File: src/rtl/fifo_uart_tx.sv
// Serial transmitter that drains a clock-enabled byte FIFO and sends each byte
// as a start bit, 8 data bits LSB first, then STOP_BITS stop bits.
`timescale 1ns/1ps

module fifo_uart_tx #(
    parameter int STOP_BITS = 1,
    parameter int DIV_W     = 16
) (
    input  logic             clk,
    input  logic             reset,
    input  logic             clk_en,
    input  logic [DIV_W-1:0] baud_div,
    input  logic             fifo_empty,
    input  logic [7:0]       fifo_data,
    output logic             fifo_rd_en,
    output logic             txd,
    output logic             busy,
    output logic             tx_done
);

    localparam logic [2:0] S_IDLE  = 3'd0;
    localparam logic [2:0] S_PRIME = 3'd1;
    localparam logic [2:0] S_LOAD  = 3'd2;
    localparam logic [2:0] S_START = 3'd3;
    localparam logic [2:0] S_DATA  = 3'd4;
    localparam logic [2:0] S_STOP  = 3'd5;

    logic [2:0]       r_state;
    logic [7:0]       r_shreg;
    logic [DIV_W-1:0] r_div_lat;
    logic [DIV_W-1:0] r_timer;
    logic [2:0]       r_bit_cnt;
    logic [0:0]       r_stop_cnt;
    logic             r_txd;

    logic [2:0]       w_next_state;
    logic [7:0]       w_next_shreg;
    logic             w_next_txd;
    logic             w_bit_end;
    logic             w_last_stop;

    assign w_bit_end   = (r_timer == '0);
    assign w_last_stop = (r_state == S_STOP) && w_bit_end &&
                         (r_stop_cnt == 1'(STOP_BITS - 1));

    // NOTE: every always_comb output gets a default first so no path leaves it
    // unassigned; otherwise synthesis infers a latch.
    always_comb begin
        w_next_state = r_state;
        w_next_shreg = r_shreg;
        case (r_state)
            S_IDLE:  if (!fifo_empty) w_next_state = S_PRIME;
            S_PRIME: w_next_state = fifo_empty ? S_IDLE : S_LOAD;
            S_LOAD: begin
                w_next_state = S_START;
                w_next_shreg = fifo_data;
            end
            S_START: if (w_bit_end) w_next_state = S_DATA;
            S_DATA: if (w_bit_end) begin
                w_next_shreg = r_shreg >> 1;
                if (r_bit_cnt == 3'd7) w_next_state = S_STOP;
            end
            S_STOP: if (w_last_stop) w_next_state = fifo_empty ? S_IDLE : S_PRIME;
            default: w_next_state = S_IDLE;
        endcase
    end

    // txd is registered from the next state, so the line level always belongs
    // to the state the frame is entering.
    always_comb begin
        case (w_next_state)
            S_START: w_next_txd = 1'b0;
            S_DATA:  w_next_txd = w_next_shreg[0];
            default: w_next_txd = 1'b1;
        endcase
    end

    // NOTE: sequential state uses non-blocking assignments so every register
    // samples pre-edge values regardless of statement order.
    always_ff @(posedge clk) begin
        if (reset) begin
            r_state    <= S_IDLE;
            r_shreg    <= '0;
            r_div_lat  <= '0;
            r_timer    <= '0;
            r_bit_cnt  <= '0;
            r_stop_cnt <= '0;
            r_txd      <= 1'b1;
        end else if (clk_en) begin
            r_state <= w_next_state;
            r_shreg <= w_next_shreg;
            r_txd   <= w_next_txd;
            case (r_state)
                S_LOAD: begin
                    r_div_lat  <= baud_div;
                    r_timer    <= baud_div;
                    r_bit_cnt  <= '0;
                    r_stop_cnt <= '0;
                end
                S_START, S_DATA, S_STOP: begin
                    if (w_bit_end) begin
                        r_timer <= r_div_lat;
                        if (r_state == S_DATA) r_bit_cnt  <= r_bit_cnt + 3'd1;
                        if (r_state == S_STOP) r_stop_cnt <= r_stop_cnt + 1'b1;
                    end else begin
                        r_timer <= r_timer - DIV_W'(1);
                    end
                end
                default: ;
            endcase
        end
    end

    assign fifo_rd_en = clk_en && (r_state == S_LOAD);
    assign busy       = (r_state == S_LOAD) || (r_state == S_START) ||
                        (r_state == S_DATA) || (r_state == S_STOP);
    assign tx_done    = clk_en && w_last_stop;
    assign txd        = r_txd;

endmodule

File: config.mk
export PLATFORM = sky130hd
export DESIGN_NAME = fifo_uart_tx
export DESIGN_NICKNAME = d
export VERILOG_FILES = /design/src/rtl/fifo_uart_tx.sv
export SDC_FILE = /design/constraint.sdc
export NUM_CORES = 1
export LEC_CHECK = 0
export ABC_CLOCK_PERIOD_IN_PS = 7300
export CORE_UTILIZATION = 25
export CTS_CLUSTER_DIAMETER = 120
export DETAILED_ROUTE_END_ITERATION = 8
export PLACE_DENSITY = 0.45
export SYNTH_ARGS = -nofsm -noshare
export SYNTH_HDL_FRONTEND = slang
export SYNTH_SLANG_ARGS = --single-unit
File: constraint.sdc
create_clock -name clk -period 7.3 [get_ports clk]
set_input_delay 2.19 -clock clk [delete_from_list [all_inputs] [get_ports clk]]
set_output_delay 2.19 -clock clk [all_outputs]
set_load 0.01 [all_outputs]
# After elaboration in Yosys (flattened, before gate mapping)
# Index checks and enable logic that the tools add are counted.
[totals]
out_inout_bits = 4
in_bits = 28
word_cells = 60
ff_bits = 48
[classes]
n_eq_ne = 12
bitwise = 1
addsub = 3
reduce_logical = 17
muxes = 19
[ops]
columns = ["cell", "count"]
rows = [
  ["16-bit case mux with 2 select lines", 1],
  ["3-bit 2-to-1 mux", 7],
  ["3-bit case mux with 6 select lines", 1],
  ["16-bit zero test", 1],
  ["16-bit 2-to-1 mux", 1],
  ["8-bit case mux with 2 select lines", 1],
  ["16-bit by 1-bit subtractor with 16-bit output, second input constant", 1],
  ["3-bit equality test, second input constant", 4],
  ["3-bit by 2-bit equality test with 1-bit output, second input constant", 3],
  ["8-bit 2-to-1 mux", 1],
  ["2-bit inequality test, second input constant", 4],
  ["4-bit AND reduction", 2],
  ["3-bit case mux with 2 select lines", 1],
  ["1-bit logical AND", 4],
  ["1-bit case mux with 2 select lines", 2],
  ["2-bit AND reduction", 2],
  ["2-bit nonzero test", 2],
  ["3-bit by 1-bit adder with 3-bit output, second input constant", 1],
  ["3-bit by 1-bit equality test with 1-bit output, second input constant", 1],
  ["3-bit zero test", 1],
  ["1-bit logical OR", 3],
  ["1-bit 2-to-1 mux", 3],
  ["3-bit AND reduction", 1],
  ["3-bit OR reduction", 1],
  ["3 further kinds", 3],
]

# Depth between registers and ports, before layout
[depth]
depth_word = 7
depth_mapped = 10
ltp_nobuf = 7

# Worst setup path after synthesis
# OpenSTA, ideal clock, no wires.
[synth_timing]
kind = "input port to output port"
startpoint = "in clk_en"
endpoint = "out fifo_rd_en"
t_arrival_ns = 2.975
slack_ns = 2.135
path_stages = 4
path_buffers = 2
required_time_ns = 5.110
cell_sequence = "nand2_1 > inv_1 > clkbuf_1 > clkbuf_1"
[synth_between]
elab_chain_cells = 1
[synth_rtl]
columns = ["element", "line", "text"]
rows = [
  ["start, declared", "11", "input logic clk_en,"],
  ["1-bit logical AND", "114", "assign fifo_rd_en = clk_en && (r_state == S_LOAD);"],
  ["end, declared", "15", "output logic fifo_rd_en,"],
]
# Every way passes these cells.

# Worst setup path in the final report
# Ends and elaborated chain as after synthesis.

==> flow_summary_export.csv <==
group,metric,value,unit
outcome,outcome,"complete, no violations",
clocking,ctsHoldBuffers,0,
finish,nets,394,
route,first_pass_iters,4,
logic_synthesis,synthTopCellsByCount,"nand2_1, dfxtp_1, a21oi_1",
finish,drive_gt1_share,5.79,%
logic_synthesis,async_flop_share,0,%
run,maxCapViolations,0,
worst_setup_path,path_class,"input port to primary output",
sta,fin_setup_tns,0,ns
route,num_vias,2563,
power_and_ir_drop,power.leakage,1.05,nW
power_and_ir_drop,p_per_area,166,nW/um2
power_and_ir_drop,total_power,0.519,mW
grt,first_global_vias,2431,
die,die_h,105,um
die,start_util,25.7,%
sta,fin_worst_skew,0.00565,ns
clocking,clk_pin_slew,0.09,ns
worst_setup_path,critPathArrivalTime,3.88,ns
die,core,10300,um2
sta,setup_viol,0,
worst_setup_path,start_kind,"input port",
clocking,cts_setup_buffers,0,
sta,fin_crit_sh,83.2,%
worst_setup_path,max_stage_delay,0.81,ns
route,avgViaCountPerCell,5.14,
clocking,insertion_delay,0.30,ns
finish,utilization,30.3,%
route,post_drt_wl_per_cell,15.6,um
grt,grt_max_degree,51,
route,drtIter0Drc,76,
die,die_w,105,um
sta,rsz0062_at_grt,"false",
grt,gr-total-overflow,0,
die,dieArea,11000,um2
logic_synthesis,synth_ff_type,"dfxtp_1",
clocking,cts.sinks,48,
grt,antenna_found_initial,0,
clocking,clockBufferDepth,2,
clocking,htreeDepth,2,
sta,hold_viol_final,0,
grt,grt_pass1_wl,12900,um
finish,fill_cells,1134,
finish,area_delta_synth_final,17.8,%
logic_synthesis,synthesis.nets,376,
sta,fmax,0.165,GHz
logic_synthesis,yosysWarnings,0,
sta,finalWorstSetupSlack,1.23,ns
worst_setup_path,crit_path_cell_trace,"clkdlybuf4s50_1, nand2_1, inv_1, clkdlybuf4s50_1",
route,routed_wl,7780,um
logic_synthesis,synthesis.area,2650,um2
worst_setup_path,cpMostUsedCell,"clkdlybuf4s50_1",
place,numPortBuffers,31,
worst_setup_path,cpMaxStageDelayCell,"clkdlybuf4s50_1",
min_path,min_path_type,"register to register",
sta,maxSlewHeadroom,32.7,%
logic_synthesis,postSynthAreaPerCell,7.69,um2
finish,diodes,0,
sta,final_max_slew_viol_count,0,
sta,post-route-min-period,6.07,ns
power_and_ir_drop,peakVddDrop,64.5,uV
die,io_pins,32,
route,antenna_left,0,
clocking,cts_buffers,5,
sta,max_slew.worst_pin.slew,1.01,ns
worst_setup_path,end_kind,"primary output",
grt,grtUsageTotal,14.5,%
die,num_rows,37,
clocking,cts_tree,"built",
logic_synthesis,synth_cell_types,51,
logic_synthesis,ys_seq_elements,48,
logic_synthesis,netlist.area_leader.share,36.2,%
logic_synthesis,synth-edff-count,0,
clocking,cts-root-buf,"clkbuf_8",
place,place_ws,1.20,ns
worst_setup_path,required,5.11,ns
logic_synthesis,yosysMostFrequentCell,"nand2_1",
place,gp_congestion,0.804,
route,drc,0,
logic_synthesis,synth_area_leaders,"dfxtp_1, a21oi_1, nand2_1, o21ai_0, clkbuf_1",
worst_setup_path,cp_max_fo,16,
logic_synthesis,synth_top_area_cell,"dfxtp_1",
clocking,cts-resized-gates,0,
logic_synthesis,synthesis.instances,345,
sta,whs,0.465,ns
place,dp_hpwl,5050,um
logic_synthesis,yosysSeqAreaShare,36.2,%
## report_power, final
part           internal, mW  leakage, nW  switching (mW)  total, mW
clock network        0.0656       0.0410          0.0939      0.159
registers             0.265        0.387         0.00467      0.270
logic                0.0366        0.617          0.0528     0.0894
## worst max-delay path: cells and delay by family
family                 cells  cell delay (ns)
buffers and inverters      3             1.47
AND/OR/NAND/NOR            1             0.22
## routing by layer
layer  GRT usage, %  share of wire [%]  up-vias
met3           2.56                2.3        4
li1               -                  -     1299
met1           20.8                 52     1228
met4           2.41               0.46        0
met2           23.0                 46       32
met5              0                  0        -
## sequential cells by signal, indices dropped and copies added, names as in the netlist
register	count
r_bit_cnt	3
r_stop_cnt	1
r_state	3
r_shreg	8
r_div_lat	16
txd	1
r_timer	16
## cell families after synthesis
family,Yosys count,share of synthesized area (%)
adder cells (fa/ha/maj),3,1.41
XOR/XNOR,5,1.65
buffers and inverters,32,5.42
multiplexers,3,1.13
flip-flops,48,36.2
AND/OR/NAND/NOR,132,25.0
AO/OA/AOI/OAI,122,29.1
## layout by cell type, fill, tap and decap left out, drive strengths merged, types with 3 or more instances in the layout
master,Yosys,layout
and3,4,4
nand4,5,5
a32o,3,3
nor3b,3,3
mux2i,3,3
nor3,8,8
nor2b,3,3
clkbuf,21,6
clkdlybuf4s50,0,30
o22ai,5,5
nand2,58,58
xor2,3,3
buf,4,6
ha,3,3
inv,7,7
dfxtp,48,48
nor2,18,18
a221oi,7,7
nand2b,4,4
o21a,3,3
a311oi,3,3
nand4b,3,3
a211oi,8,8
a21oi,46,46
o211ai,3,3
or4,6,6
nor4,7,7
o21ai,24,24
a21o,6,6
nand3,7,7
a21boi,3,3
## stage by stage
stage	area (um2)	cells
after floorplan	2650	345
after global placement	3050	492
after detailed placement	3050	492
after CTS	3130	499
after global routing	3130	499
final	3130	499
## path summary, 6_finish.rpt
path / end / depth (start not counted) / slack (ns) / start
worst max-delay path: fifo_rd_en / 4 / 1.23 / clk_en
worst min-delay path: r_div_lat[7] / 2 / 0.46 / r_div_lat[7]
worst max register to register: r_bit_cnt[0] / 7 / 4.71 / r_timer[0]
worst min register to register: r_div_lat[7] / 2 / 0.46 / r_div_lat[7]
## area by class of cell
class | count | area, um2 | area share, %
Sequential cell | 48 | 961 | 30.7
Clock buffer | 6 | 72.6 | 2.32
Clock inverter | 1 | 5.00 | 0.160
Inverter | 7 | 26.3 | 0.840
Multi-Input combinational cell | 265 | 1550 | 49.5
Tap cell | 136 | 170 | 5.44
Timing Repair Buffer | 36 | 343 | 11.0
No activity file was read; power rests on OpenSTA's default activity.
